[src/rtl/vALU_pkg.sv]
// Shared vector-ALU definitions: vxrm rounding modes, SEW encodings and
// the per-element helpers used by the fixed-point rounding stage.
package vALU_pkg;

  typedef enum logic [1:0] {
    VXRM_RNU = 2'd0,
    VXRM_RNE = 2'd1,
    VXRM_RDN = 2'd2,
    VXRM_ROD = 2'd3
  } vxrm_e;

  typedef enum logic [1:0] {
    SEW_8  = 2'd0,
    SEW_16 = 2'd1,
    SEW_32 = 2'd2,
    SEW_64 = 2'd3
  } sew_e;

  // Rounding increment from the v[d] and v[d-1] bits of one element.
  function automatic logic round_inc(input vxrm_e vxrm, input logic vd, input logic vd1);
    logic inc;
    inc = 1'b0;
    case (vxrm)
      VXRM_RNU: inc = vd1;
      VXRM_RNE: inc = vd1 & vd;
      VXRM_RDN: inc = 1'b0;
      VXRM_ROD: inc = vd1 & ~vd;
      default:  inc = 1'b0;
    endcase
    return inc;
  endfunction

  // True when byte_idx is the low byte of an element at the given SEW.
  function automatic logic elem_lsb(input int byte_idx, input sew_e sew);
    return (byte_idx & ((32'sd1 <<< sew) - 32'sd1)) == 0;
  endfunction

endpackage

[src/rtl/vwb_fifo.sv]
// Synchronous write-back FIFO: push and pop in the same cycle are both honoured,
// even when full; pushes into a full FIFO with no pop are dropped and flagged.
module vwb_fifo #(
  parameter int WIDTH    = 8,
  parameter int DEPTH    = 4,
  parameter int AF_LEVEL = 2
) (
  input  logic                     clk,
  input  logic                     rst,
  input  logic                     i_push,
  input  logic [WIDTH-1:0]         i_data,
  input  logic                     i_pop,
  output logic [WIDTH-1:0]         o_data,
  output logic [$clog2(DEPTH):0]   o_count,
  output logic                     o_almost_full,
  output logic                     o_drop
);

  localparam int PW = $clog2(DEPTH);
  localparam int CW = PW + 1;

  logic [WIDTH-1:0] r_mem [DEPTH];
  logic [PW-1:0]    r_wr_ptr;
  logic [PW-1:0]    r_rd_ptr;
  logic [CW-1:0]    r_count;
  logic             r_af;

  logic             w_do_pop;
  logic             w_do_push;
  logic [CW-1:0]    w_count_nxt;

  assign w_do_pop    = i_pop & (r_count != '0);
  assign w_do_push   = i_push & ((r_count != CW'(DEPTH)) | w_do_pop);
  assign w_count_nxt = r_count + CW'(w_do_push) - CW'(w_do_pop);

  assign o_data        = r_mem[r_rd_ptr];
  assign o_count       = r_count;
  assign o_almost_full = r_af;
  assign o_drop        = i_push & ~w_do_push;

  // NOTE: storage has no reset; validity is tracked by the count, so clearing
  // the array would only add reset fan-out without changing behaviour.
  always_ff @(posedge clk) begin
    if (w_do_push) r_mem[r_wr_ptr] <= i_data;
  end

  always_ff @(posedge clk) begin
    if (rst) begin
      r_wr_ptr <= '0;
      r_rd_ptr <= '0;
      r_count  <= '0;
      r_af     <= 1'b0;
    end else begin
      if (w_do_push) r_wr_ptr <= r_wr_ptr + PW'(1);
      if (w_do_pop)  r_rd_ptr <= r_rd_ptr + PW'(1);
      r_count <= w_count_nxt;
      r_af    <= (w_count_nxt >= CW'(AF_LEVEL));
    end
  end

endmodule

[src/rtl/vfxp_round_wb.sv]
// Fixed-point rounding and write-back buffer: applies the vxrm increment to
// averaging-op results, registers the beat and queues it for the VRF write port.
module vfxp_round_wb
  import vALU_pkg::*;
#(
  parameter int DATA_WIDTH = 64,
  parameter int BE_WIDTH   = DATA_WIDTH / 8,
  parameter int ADDR_WIDTH = 32,
  parameter int FIFO_DEPTH = 4,
  parameter int AF_THRESH  = 2
) (
  input  logic                  clk,
  input  logic                  rst,
  input  logic [1:0]            cfg_sew,
  input  logic [1:0]            cfg_vxrm,
  input  logic                  in_valid,
  input  logic [DATA_WIDTH-1:0] in_vec,
  input  logic [ADDR_WIDTH-1:0] in_addr,
  input  logic [BE_WIDTH-1:0]   in_be,
  input  logic                  in_mask,
  input  logic                  in_fxp,
  input  logic [BE_WIDTH-1:0]   in_vd,
  input  logic [BE_WIDTH-1:0]   in_vd1,
  output logic                  wb_valid,
  input  logic                  wb_ready,
  output logic [DATA_WIDTH-1:0] wb_data,
  output logic [ADDR_WIDTH-1:0] wb_addr,
  output logic [BE_WIDTH-1:0]   wb_be,
  output logic                  wb_mask,
  output logic                  almost_full,
  output logic                  err_overflow
);

  localparam int FW = DATA_WIDTH + ADDR_WIDTH + BE_WIDTH + 1;
  localparam int CW = $clog2(FIFO_DEPTH) + 1;

  logic                  w_round_en;
  logic [DATA_WIDTH-1:0] w_rnd_data;

  logic                  r_valid;
  logic [DATA_WIDTH-1:0] r_data;
  logic [ADDR_WIDTH-1:0] r_addr;
  logic [BE_WIDTH-1:0]   r_be;
  logic                  r_mask;
  logic                  r_err;

  logic [FW-1:0]         w_head;
  logic [CW-1:0]         w_count;
  logic                  w_pop;
  logic                  w_drop;
  logic                  w_af;
  logic [DATA_WIDTH-1:0] w_head_data;
  logic [ADDR_WIDTH-1:0] w_head_addr;
  logic [BE_WIDTH-1:0]   w_head_be;
  logic                  w_head_mask;

  assign w_round_en = in_fxp & ~in_mask;

  // Per-byte carry chain; the carry is replaced by the rounding increment at
  // each element's low byte, so nothing propagates across element boundaries.
  // NOTE: blocking assignments here model a ripple through one combinational
  // evaluation; the carry variable is assigned before every use, so no latch.
  always_comb begin
    logic w_carry;
    logic w_cin;
    w_rnd_data = '0;
    w_carry    = 1'b0;
    for (int b = 0; b < BE_WIDTH; b++) begin
      if (elem_lsb(b, sew_e'(cfg_sew)))
        w_cin = w_round_en & round_inc(vxrm_e'(cfg_vxrm), in_vd[b], in_vd1[b]);
      else
        w_cin = w_carry;
      {w_carry, w_rnd_data[8*b +: 8]} = {1'b0, in_vec[8*b +: 8]} + 9'(w_cin);
    end
  end

  // NOTE: sequential state uses non-blocking assignments so all registers
  // update from pre-edge values.
  always_ff @(posedge clk) begin
    if (rst) begin
      r_valid <= 1'b0;
      r_data  <= '0;
      r_addr  <= '0;
      r_be    <= '0;
      r_mask  <= 1'b0;
    end else begin
      r_valid <= in_valid;
      r_data  <= in_valid ? w_rnd_data : '0;
      r_addr  <= in_valid ? in_addr    : '0;
      r_be    <= in_valid ? in_be      : '0;
      r_mask  <= in_valid & in_mask;
    end
  end

  assign w_pop = wb_valid & wb_ready;

  vwb_fifo #(
    .WIDTH    (FW),
    .DEPTH    (FIFO_DEPTH),
    .AF_LEVEL (FIFO_DEPTH - AF_THRESH)
  ) u_fifo (
    .clk           (clk),
    .rst           (rst),
    .i_push        (r_valid),
    .i_data        ({r_data, r_addr, r_be, r_mask}),
    .i_pop         (w_pop),
    .o_data        (w_head),
    .o_count       (w_count),
    .o_almost_full (w_af),
    .o_drop        (w_drop)
  );

  always_ff @(posedge clk) begin
    if (rst)         r_err <= 1'b0;
    else if (w_drop) r_err <= 1'b1;
  end

  assign {w_head_data, w_head_addr, w_head_be, w_head_mask} = w_head;

  // Head fields are forced to zero while empty so stale storage never shows.
  assign wb_valid     = (w_count != '0);
  assign wb_data      = wb_valid ? w_head_data : '0;
  assign wb_addr      = wb_valid ? w_head_addr : '0;
  assign wb_be        = wb_valid ? w_head_be   : '0;
  assign wb_mask      = wb_valid & w_head_mask;
  assign almost_full  = w_af;
  assign err_overflow = r_err;

endmodule

[config.mk]
export PLATFORM = sky130hd
export DESIGN_NAME = vfxp_round_wb
export DESIGN_NICKNAME = d
export VERILOG_FILES = /design/src/rtl/vALU_pkg.sv /design/src/rtl/vwb_fifo.sv /design/src/rtl/vfxp_round_wb.sv
export SDC_FILE = /design/constraint.sdc
export NUM_CORES = 1
export LEC_CHECK = 0
export BUFFER_PORTS_ARGS = -buffer_cell sky130_fd_sc_hd__buf_2
export CAP_MARGIN = 20
export CORE_MARGIN = 3
export CORE_UTILIZATION = 35
export DETAILED_ROUTE_END_ITERATION = 8
export GPL_ROUTABILITY_DRIVEN = 0
export PLACE_DENSITY_LB_ADDON = 0.08
export SYNTH_ARGS = -nofsm -noshare
export SYNTH_HDL_FRONTEND = slang
export SYNTH_HIERARCHICAL = 1
export SYNTH_SLANG_ARGS = --single-unit
[constraint.sdc]
create_clock -name clk -period 8.4 [get_ports clk]
set_input_delay 0.42 -clock clk [delete_from_list [all_inputs] [get_ports clk]]
set_output_delay 0.42 -clock clk [all_outputs]
set_load 0.1 [all_outputs]
==> results.sh, run 1 <==
export IMPL_post_synth_inst_count=1127
export IMPL_grt_start_max_net_pins=66
export IMPL_critical_path_top_cell_by_count="sky130_fd_sc_hd__ha_1"
export IMPL_globalRouteOverflowTotal=0
export IMPL_tightest_slew_ns=1.026
export IMPL_drive_above_1_share=0.3399
export IMPL_hp_class="input pin to flop"
export IMPL_critical_path_max_stage_delay_ns=0.53
export IMPL_synth_avg_cell_area_um2=18.13
export IMPL_dp_slack_ns=-0.05656
export IMPL_critical_path_slowest_cell="sky130_fd_sc_hd__dlygate4sd3_1"
export IMPL_finalCriticalPeriod_ns=7.753
export IMPL_synth_net_count=1280
export IMPL_timing_max_cap_violations=0
export IMPL_portion_of_netlist_area_occupied_by_mux_cells=0.1170
export IMPL_groute_layer_met3_usage=0.02939
export IMPL_synth_xor_area_share=0.01544
export IMPL_synth_top_family_by_area="multiplexers"
export IMPL_synthDominantCellAreaShare=0.6174
export IMPL_layout_core_utilization=0.4394
export IMPL_ys_seq_elements=537
export IMPL_area_fraction_in_compound_gates_after_synthesis=0.01666
export IMPL_setup_viol=0
export IMPL_areaGrowthSynthToFinish_pct=22.71
export IMPL_synth_adder_area_share=0.01446
export IMPL_detail_route_first_pass_iterations=4
export IMPL_netlist_cell_types=40
export IMPL_clock_tree_from_tritoncts="built"
export IMPL_cp_start_kind="input pin"
export IMPL_grt_met2_usage=0.2602
export IMPL_worstSkewPairLatency_ns=0.60
export IMPL_clkSinkCount=537
export IMPL_global_route_usage_met1=0.2037
export IMPL_finalNetCount=1580
export IMPL_buffer_ports_inserted=237
export IMPL_finClkSkew_ns=0.01558
export IMPL_yosys_warnings=6
export IMPL_rsz0062_at_grt="no"
export IMPL_finalWirelength_um=47310
export IMPL_die_w_um=247.6
export IMPL_data_required_time_of_the_critical_path_ns=8.91
export IMPL_period_share=0.9229
export IMPL_ioPinCount=238
export IMPL_drcViolationCount=0
export IMPL_synth_top_cell_by_area="sky130_fd_sc_hd__edfxtp_1"
export IMPL_post_synth_and_or_nand_nor_area_fraction=0.08649
export IMPL_drt_wirelength_per_cell_um=21.17
export IMPL_maxSlewViolCount=0
export IMPL_finish_cell_count_without_fillers=2235
export IMPL_cts_inserted_buffers=58
export IMPL_clk_path_buf_depth=3
export IMPL_finalHoldViolCount=0
export IMPL_worst_path_max_fanout=4
export IMPL_path_class="input pin to flop"
export IMPL_total_leakage_power_nw=8.927
export IMPL_drt_initial_drc_count=522
export IMPL_detail_route_antenna_nets=0
export IMPL_gr_usage_total=0.1551
export IMPL_fp_rows=87
export IMPL_grt_antenna_before_repair=2
export IMPL_root_buffer="sky130_fd_sc_hd__clkbuf_16"
export IMPL_post_drt_via_cell_ratio=4.787
export IMPL_initial_core_util=0.3581
export IMPL_grt_pass1_wl_um=70600
export IMPL_num_vias=10699
export IMPL_netlist_area_um2=20430
export IMPL_setup_worst_path_end_class="flop"
export IMPL_grt_most_used_layer="met2"
export IMPL_clkSlewWorstSetupHoldPaths_ns=0.06
export IMPL_total_placed_cells_including_tap_cells=2095
export IMPL_dp_hpwl_um=28160
export IMPL_relSlewSlack=0.3161
export IMPL_die_area_um2=61300
export IMPL_critPathArrivalTime_ns=8.27
export IMPL_outcome="finished, final reports clean"
export IMPL_synth_seq_area_share=0.7321
export IMPL_first_global_vias=11529
export IMPL_core_area_um2=57040
export IMPL_final_fill_count=5134
export IMPL_finalPower_mw=8.923
export IMPL_die_height_um=247.6
export IMPL_tns_ns=0
export IMPL_ir_drop_mv=0.2916
export IMPL_synth_area_leaders="sky130_fd_sc_hd__edfxtp_1, sky130_fd_sc_hd__mux4_2, sky130_fd_sc_hd__dfxtp_1"
export IMPL_clock_fmax_ghz=0.1290
export IMPL_power_per_cell_area_nw_per_um2=356.0
export IMPL_final_critical_path_setup_slack_ns=0.6474
export IMPL_clock_tree_htree_level_count=2
[cells in the mapped netlist]
library cell and n:
sky130_fd_sc_hd__a31o_2 4, sky130_fd_sc_hd__mux4_2 105, sky130_fd_sc_hd__nand2_1 15, sky130_fd_sc_hd__xor2_1 17
sky130_fd_sc_hd__nand3_1 23, sky130_fd_sc_hd__mux2i_1 1, sky130_fd_sc_hd__o31ai_1 4, sky130_fd_sc_hd__nor4b_1 2
sky130_fd_sc_hd__nand3_2 2, sky130_fd_sc_hd__buf_6 5, sky130_fd_sc_hd__dfxtp_1 117, sky130_fd_sc_hd__and2b_4 1
sky130_fd_sc_hd__buf_1 4, sky130_fd_sc_hd__o21ai_0 18, sky130_fd_sc_hd__nor3_1 5, sky130_fd_sc_hd__a32o_1 3
sky130_fd_sc_hd__nor2b_1 9, sky130_fd_sc_hd__or4_1 6, sky130_fd_sc_hd__buf_12 1, sky130_fd_sc_hd__o21bai_1 1
sky130_fd_sc_hd__a21oi_1 23, sky130_fd_sc_hd__and2_1 168, sky130_fd_sc_hd__nor2_1 36, sky130_fd_sc_hd__nor3b_1 1
sky130_fd_sc_hd__buf_2 15, sky130_fd_sc_hd__o211ai_1 2, sky130_fd_sc_hd__mux2_4 1, sky130_fd_sc_hd__or3_2 2
sky130_fd_sc_hd__inv_1 14, sky130_fd_sc_hd__nand4_1 12, sky130_fd_sc_hd__o311ai_0 1, sky130_fd_sc_hd__buf_8 5
sky130_fd_sc_hd__nand2b_1 5, sky130_fd_sc_hd__edfxtp_1 420, sky130_fd_sc_hd__fa_1 1, sky130_fd_sc_hd__ha_1 22
sky130_fd_sc_hd__o31a_1 1, sky130_fd_sc_hd__xnor2_1 19, sky130_fd_sc_hd__or3_1 17, sky130_fd_sc_hd__clkbuf_1 19
[power breakdown]
part / switching, mW / internal, mW / leakage (nW)
clock: 1.03 / 1.92 / 1.12
sequential: 0.0866 / 2.98 / 4.90
combinational: 2.36 / 0.561 / 2.91
[layout make-up]
class	count	area (um2)	area share
multi-input combinational	527	5180	0.2067
antenna	2	5.005	0.0001997
clock buffer	75	1669	0.06659
sequential	537	14960	0.5969
clock inverter	35	609.3	0.02431
inverter	14	52.55	0.002097
timing repair buffer	289	1642	0.06549
tap	756	945.9	0.03774
[metrics by stage]
step / hold WS [ns] / area [um2]
6_report: 0.04477 / 25070
5_1_grt: 0.01445 / 25070
4_1_cts: 0.002435 / 24990
3_5_place_dp: 0.4586 / 22450
3_3_place_gp: 0.4476 / 22450
2_1_floorplan: 0.4383 / 20430
[cell usage in the layout (no fill, tap or decap), drive strengths merged, types with 3 or more instances in the layout]
master,synthesis,final
edfxtp,420,420
buf,30,263
and2,168,168
dfxtp,117,117
mux4,105,105
clkbuf,19,75
nor2,36,36
dlygate4sd3,0,26
nand3,25,25
a21oi,23,23
ha,22,22
xnor2,19,19
or3,19,19
o21ai,18,18
xor2,17,17
bufinv,0,17
nand2,15,15
inv,14,15
clkinv,0,15
nand4,12,12
nor2b,9,9
or4,6,6
nand2b,5,5
nor3,5,5
o31ai,4,4
a31o,4,4
a32o,3,3
[kinds of logic (layout without fill, tap and decap cells)]
logic type,Yosys count,in the layout
adder cells (fa/ha/maj),23,23
flip-flops,537,537
AND/OR/NAND/NOR,304,304
buffers and inverters,63,413
multiplexers,107,107
XOR/XNOR,36,36
other,0,2
AO/OA/AOI/OAI,57,57
[timing repair]
| item | in CTS | in global routing |
|---|---|---|
| hold buffers | 26 | 0 |
| gates resized for setup | 0 | 14 |
| buffers inserted | 0 | 2 |
| hold endpoints to repair | 26 | 0 |
| setup endpoints to repair | 0 | 8 |
[critical path, delay by kind of cell]
kind	cells	cell delay, ns
simple gates	17	2.96
fa+ha+maj	16	2.92
compound gates	8	1.10
buf+inv	4	0.86
[metal layers]
| metal | vias to the layer above | part of all wire |
|---|---|---|
| met4 | 0 | 0.022 |
| li1 | 4925 | - |
| met3 | 71 | 0.047 |
| met1 | 5460 | 0.44 |
| met2 | 243 | 0.49 |
| met5 | - | 0 |
[worst paths after layout]
path / start / end / slack, ns / cells past startpoint
setup / recovery: in_mask / r_data[62] / 0.65 / 45
hold / removal: in_addr[2] / r_addr[2] / 0.04 / 2
setup reg to reg: u_fifo/o_count[1] / u_fifo/r_mem[3][101] / 4.73 / 6
hold reg to reg: r_be[0] / u_fifo/r_mem[3][1] / 0.46 / 0
[sequential cells by signal, summed over array words and instances (netlist names), named ones only]
signal / count
err_overflow: 1
r_addr: 32
r_be: 8
r_data: 64
r_mask: 1
r_valid: 1
u_fifo/o_almost_full: 1
u_fifo/o_count: 3
u_fifo/r_mem: 420
u_fifo/r_rd_ptr: 2
u_fifo/r_wr_ptr: 2
Power figures use the tool's default switching activity.
==> run 2, diff against run 1 <==
Settings changed: ABC_AREA set to 1.
==> results.sh, run 2 <==
export IMPL_outcome="finished, final reports clean"
export IMPL_clock_power_share=0.282
export IMPL_netlist_area_um2=21220
export IMPL_worst_path_max_fanout=10
export IMPL_power_per_cell_area_nw_per_um2=363.1
export IMPL_p_sw_mw=4.042
export IMPL_finalHoldViolCount=0
export IMPL_finClkSkew_ns=0.01944
export IMPL_post_synth_top_count_cell="sky130_fd_sc_hd__nor2_1"
export IMPL_clkSinkCount=537
export IMPL_finalPower_mw=9.091
export IMPL_power_share_switching=0.4446
export IMPL_finish_cell_count_without_fillers=2938
export IMPL_detail_route_antenna_nets=0
export IMPL_tns_ns=0
export IMPL_power_report_internal_total_mw=5.049
export IMPL_synth_seq_area_share=0.7047
export IMPL_mostFrequentLayoutCells="sky130_fd_sc_hd__nor2_1, sky130_fd_sc_hd__edfxtp_1, sky130_fd_sc_hd__buf_2"
export IMPL_portion_of_netlist_area_occupied_by_mux_cells=0
export IMPL_rsz0062_at_grt="no"
export IMPL_synth_xor_area_share=0.001651
export IMPL_yosys_warnings=6
export IMPL_dp_slack_ns=0.002608
export IMPL_post_synth_and_or_nand_nor_area_fraction=0.1179
export IMPL_buffer_ports_inserted=237
export IMPL_synth_cells_most_frequent="sky130_fd_sc_hd__nor2_1, sky130_fd_sc_hd__edfxtp_1, sky130_fd_sc_hd__inv_1"
export IMPL_relSlewSlack=0.3883
export IMPL_synth_adder_area_share=0.01391
export IMPL_worstSkewPairLatency_ns=0.60
export IMPL_clock_fmax_ghz=0.1361
export IMPL_synth_top_family_by_area="simple AND/OR/NAND/NOR gates"
export IMPL_number_of_enable_type_register_cells_in_the_synthesized_netlist=420
export IMPL_clock_tree_htree_level_count=2
export IMPL_die_height_um=252.2
export IMPL_globalRouteOverflowTotal=0
export IMPL_period_share=0.8748
export IMPL_cts_inserted_buffers=56
export IMPL_largest_register_ff_count=420
export IMPL_gr_usage_total=0.1671
export IMPL_netlist_cell_types=31
export IMPL_critical_path_slowest_cell="sky130_fd_sc_hd__nor3_4"
export IMPL_finalInstanceArea_um2=25040
export IMPL_areaGrowthSynthToFinish_pct=17.99
export IMPL_drcViolationCount=0
export IMPL_cp_start_kind="input pin"
export IMPL_synth_avg_cell_area_um2=11.24
export IMPL_setup_viol=0
export IMPL_area_used_by_sequential_logic_in_the_layout_um2=14960
export IMPL_grt_pass1_wl_um=81710
export IMPL_dp_hpwl_um=30940
export IMPL_core_area_um2=59460
export IMPL_initial_core_util=0.3569
export IMPL_num_vias=13986
export IMPL_maxSlewViolCount=0
export IMPL_post_drt_via_cell_ratio=4.760
export IMPL_post_synth_inst_count=1888
export IMPL_dpl_cell_area_um2=23000
export IMPL_data_required_time_of_the_critical_path_ns=8.89
export IMPL_postCtsSetupRepairBufs=0
export IMPL_multi_input_comb_area_um2=4857
export IMPL_fp_rows=89
export IMPL_finalCriticalPeriod_ns=7.349
export IMPL_drt_initial_drc_count=763
export IMPL_logic_pwr_share=0.384
export IMPL_layout_core_utilization=0.4211
export IMPL_synth_area_leaders="sky130_fd_sc_hd__edfxtp_1, sky130_fd_sc_hd__dfxtp_1, sky130_fd_sc_hd__nor2_1"
export IMPL_largest_registers="u_fifo/r_mem: 420 flops, r_data: 64 flops, r_addr: 32 flops"
export IMPL_ys_seq_elements=537
export IMPL_critical_path_top_cell_by_count="sky130_fd_sc_hd__nand2_1"
export IMPL_path_class="input pin to flop"
export IMPL_die_w_um=252.2
export IMPL_final_fill_count=5762
export IMPL_first_global_vias=13913
export IMPL_tightest_slew_ns=0.9176
export IMPL_area_fraction_in_compound_gates_after_synthesis=0.09251
export IMPL_finalNetCount=2272
export IMPL_detail_route_first_pass_iterations=5
export IMPL_clk_path_buf_depth=3
export IMPL_ys_dominant_reg_cell="sky130_fd_sc_hd__edfxtp_1"
export IMPL_critical_path_max_stage_delay_ns=0.24
export IMPL_drive_above_1_share=0.1701
export IMPL_grt_antenna_before_repair=1
export IMPL_finalWirelength_um=53510
export IMPL_synthDominantCellAreaShare=0.5943
export IMPL_clock_tree_from_tritoncts="built"
export IMPL_critPathArrivalTime_ns=7.84
export IMPL_ioPinCount=238
export IMPL_die_area_um2=63620
export IMPL_hp_class="input pin to flop"
export IMPL_ir_drop_mv=0.3355
export IMPL_relative_contribution_of_sequential_cells_to_total_power=0.334
export IMPL_ys_async_sr_fraction=0
export IMPL_grt_start_max_net_pins=110
export IMPL_clkSlewWorstSetupHoldPaths_ns=0.06
export IMPL_total_placed_cells_including_tap_cells=2830
export IMPL_timing_max_cap_violations=0
export IMPL_whs_ns=0.04516
export IMPL_regMostFlops="u_fifo/r_mem"
export IMPL_root_buffer="sky130_fd_sc_hd__clkbuf_16"
export IMPL_setup_worst_path_end_class="flop"
export IMPL_synth_net_count=2041
export IMPL_total_leakage_power_nw=10.17
export IMPL_mostFrequentLayoutCell="sky130_fd_sc_hd__nor2_1"
export IMPL_synth_top_cell_by_area="sky130_fd_sc_hd__edfxtp_1"
export IMPL_drt_wirelength_per_cell_um=18.21
export IMPL_final_critical_path_setup_slack_ns=1.051
-- run 2: final timing paths --
check                           slack [ns]                   to  cells past startpoint         startpoint
worst min-delay path                  0.05           r_addr[19]                      3        in_addr[19]
worst max-delay path                  1.05           r_data[62]                     57        cfg_vxrm[1]
worst min register to register        0.47  u_fifo/r_mem[1][67]                      0         r_data[26]
worst max register to register        5.46   u_fifo/r_mem[1][0]                      8  u_fifo/o_count[1]
-- run 2: logic make-up (layout without fill, tap and decap cells) --
logic type,after synthesis,in the layout
and+or+nand+nor,641,641
DFF,537,537
AOI/OAI and AO/OA,365,365
xor gates and xnor gates,4,4
other,0,2
buffers and inverters,318,593
adders and majority gates,23,23
-- run 2: routing by layer --
| layer | up-vias | track usage | share of wire |
|---|---|---|---|
| li1 | 6877 | - | - |
| met1 | 6757 | 0.2220 | 0.45 |
| met2 | 275 | 0.2823 | 0.48 |
| met3 | 77 | 0.02933 | 0.045 |
| met4 | 0 | 0.04845 | 0.023 |
| met5 | - | 0 | 0 |
-- run 2: area by class of cell --
type / instances / area share
well taps: 773 / 0.03863
flip-flops and latches: 537 / 0.5975
clock inverters: 26 / 0.01304
clock buffers: 76 / 0.06421
inverters: 228 / 0.03453
multi-input cells: 1033 / 0.1940
diodes: 2 / 0.0001999
repair buffers: 263 / 0.05787
-- run 2: critical path: cells and delay by family --
family                   cells  cell delay (ns)
AND/OR/NAND/NOR             37             4.16
buffers and inverters        4             0.47
adder cells (fa/ha/maj)     16             2.79
-- run 2: power by group through the flow --
stage	sequential (mW)	clock, mW	combinational, mW
4_1_cts	3.04	2.65	3.53
2_1_floorplan	3.11	0	2.90
3_3_place_gp	3.09	0	3.51
3_5_place_dp	3.10	0	3.52
5_1_grt	3.05	2.75	3.68
6_report	3.04	2.56	3.49
-- run 2: what timing repair did --
action                                  CTS  global route
endpoints found under the hold margin     1             0
gates resized for setup                   0             6
endpoints found under the setup margin    0             7
hold buffers                              1             0
==> run 3, diff against run 2 <==
Clock period 8.4 ns to 6.2 ns, I/O delays scaled along.
==> results.sh, run 3 (synthesized netlist as in run 2, its figures left out) <==
export IMPL_power_per_cell_area_nw_per_um2=460.1
export IMPL_initial_core_util=0.3569
export IMPL_die_height_um=252.2
export IMPL_setup_viol=0
export IMPL_relSlewSlack=0.2644
export IMPL_grt_met2_usage=0.2958
export IMPL_drcViolationCount=0
export IMPL_clock_tree_from_tritoncts="built"
export IMPL_hp_class="input pin to flop"
export IMPL_timing_reg2reg_worst_path_depth=8
export IMPL_largest_registers="u_fifo/r_mem: 420 flops, r_data: 64 flops, r_addr: 32 flops"
export IMPL_min_to="r_data[38]"
export IMPL_gr_usage_total=0.1724
export IMPL_worst_r2r_start="u_fifo/o_count[1]"
export IMPL_path_class="input pin to flop"
export IMPL_finalHoldViolCount=0
export IMPL_p_sw_mw=5.538
export IMPL_critical_path_slowest_cell="sky130_fd_sc_hd__nor3_4"
export IMPL_worst_hold_start="in_vec[38]"
export IMPL_drt_initial_drc_count=753
export IMPL_root_buffer="sky130_fd_sc_hd__clkbuf_16"
export IMPL_groute_layer_met3_usage=0.03128
export IMPL_power_report_internal_total_mw=6.741
export IMPL_regToRegEndpoint="u_fifo/r_mem[1][12]"
export IMPL_worstSkewPairLatency_ns=0.60
export IMPL_clock_fmax_ghz=0.1696
export IMPL_period_share=0.9508
export IMPL_whs_ns=0.05439
export IMPL_finish_cell_count_without_fillers=3094
export IMPL_cp_buffers_inverters=6
export IMPL_largest_register_ff_count=420
export IMPL_power_share_switching=0.4510
export IMPL_drt_wirelength_per_cell_um=17.85
export IMPL_data_required_time_of_the_critical_path_ns=6.67
export IMPL_grt_start_max_net_pins=132
export IMPL_finalNetCount=2427
export IMPL_dp_hpwl_um=30520
export IMPL_ir_drop_mv=0.4430
export IMPL_worst_path_max_fanout=4
export IMPL_mostFrequentLayoutCell="sky130_fd_sc_hd__nor2_1"
export IMPL_maxSlewViolCount=0
export IMPL_globalRouteOverflowTotal=0
export IMPL_clock_power_share=0.274
export IMPL_setup_worst_path_end_class="flop"
export IMPL_total_leakage_power_nw=10.90
export IMPL_clk_path_buf_depth=3
export IMPL_layout_core_utilization=0.4488
export IMPL_die_area_um2=63620
export IMPL_rsz0062_at_grt="yes"
export IMPL_drive_above_1_share=0.2090
export IMPL_finalCriticalPeriod_ns=5.895
export IMPL_outcome="finished, final reports clean"
export IMPL_insertedDiodeCount=0
export IMPL_finClkSkew_ns=0.01392
export IMPL_critical_path_top_cell_by_count="sky130_fd_sc_hd__ha_4"
export IMPL_first_global_vias=14559
export IMPL_critPathArrivalTime_ns=6.36
export IMPL_clock_tree_htree_level_count=2
export IMPL_detail_route_first_pass_iterations=5
export IMPL_num_vias=14634
export IMPL_grt_pass1_wl_um=84390
export IMPL_global_route_usage_met1=0.2212
export IMPL_grt_antenna_before_repair=1
export IMPL_post_drt_via_cell_ratio=4.730
export IMPL_total_placed_cells_including_tap_cells=2863
export IMPL_regMostFlops="u_fifo/r_mem"
export IMPL_core_area_um2=59460
export IMPL_finalWirelength_um=55240
export IMPL_die_w_um=252.2
export IMPL_hold_path_cell_count=3
export IMPL_buffer_ports_inserted=237
export IMPL_cp_start_kind="input pin"
export IMPL_rrSetupSlack_ns=3.27
export IMPL_fp_rows=89
export IMPL_clkSinkCount=537
export IMPL_ioPinCount=238
export IMPL_clkSlewWorstSetupHoldPaths_ns=0.06
export IMPL_cp_top_family="simple AND/OR/NAND/NOR gates"
export IMPL_mostFrequentLayoutCells="sky130_fd_sc_hd__nor2_1, sky130_fd_sc_hd__edfxtp_1, sky130_fd_sc_hd__buf_2"
export IMPL_cts_inserted_buffers=57
export IMPL_finalPower_mw=12.28
export IMPL_critical_path_max_stage_delay_ns=0.37
export IMPL_tightest_slew_ns=1.101
export IMPL_detail_route_antenna_nets=0
export IMPL_timing_max_cap_violations=0
export IMPL_areaGrowthSynthToFinish_pct=25.76
export IMPL_grt_most_used_layer="met2"
export IMPL_logic_pwr_share=0.388
export IMPL_relative_contribution_of_sequential_cells_to_total_power=0.338
-- run 3: cell type report --
| cell class | instances | area [um2] |
|---|---|---|
| inverter | 228 | 870.8 |
| timing repair buffer | 417 | 2825 |
| fill | 5632 | 32780 |
| tap | 773 | 967.2 |
| clock inverter | 30 | 311.5 |
| sequential | 537 | 14960 |
| clock buffer | 76 | 1548 |
| multi-input combinational | 1033 | 5205 |
-- run 3: worst max-delay path by stage --
| stage | endpoint | slack [ns] | depth (start not counted) | from |
|---|---|---|---|---|
| final | r_data[58] | 0.31 | 55 | cfg_vxrm[1] |
| after global placement | r_data[62] | -0.84 | 56 | in_mask |
| after floorplan | r_data[62] | 0.02 | 54 | in_mask |
| after global routing | r_data[62] | -0.08 | 56 | in_vd[0] |
| after detailed placement | r_data[62] | -1.02 | 56 | in_mask |
| after CTS | r_data[62] | 0.005 | 57 | cfg_vxrm[1] |
-- run 3: worst min-delay path, stage by stage --
cell	delay, ns
sky130_fd_sc_hd__buf_2	0.12
sky130_fd_sc_hd__nor2_1	0.10
sky130_fd_sc_hd__nor2_1	0.07
-- run 3: metrics by stage --
step	setup TNS, ns	cell area [um2]	setup WS [ns]
after floorplan	0	21250	0.01625
after global placement	-6.539	23290	-0.8435
after detailed placement	-9.009	23290	-1.020
after CTS	0	26430	0.005219
after global routing	-0.1739	26690	-0.07706
final	0	26690	0.3051
-- run 3: what timing repair did --
action                                  CTS  global route
hold buffers                             82             0
setup buffers                            34            11
pin swaps                                38            43
endpoints found under the hold margin    82             0
gates cloned                              0             0
gates resized for setup                  47            35
endpoints found under the setup margin    7            10
-- run 3: per-layer routing --
layer | vias up | wire length, um | share of wire
met4 | 2 | 1523 | 0.028
met3 | 101 | 2618 | 0.047
met2 | 288 | 26930 | 0.49
met5 | - | 7 | 0.00013
met1 | 7051 | 24170 | 0.44
li1 | 7192 | - | -
-- run 3: power groups by stage --
stage	logic, mW	clock network (mW)	registers, mW
2_1_floorplan	3.93	0	4.21
3_3_place_gp	4.76	0	4.23
3_5_place_dp	4.76	0	4.23
4_1_cts	4.81	3.49	4.15
5_1_grt	5.02	3.63	4.17
6_report	4.77	3.36	4.15
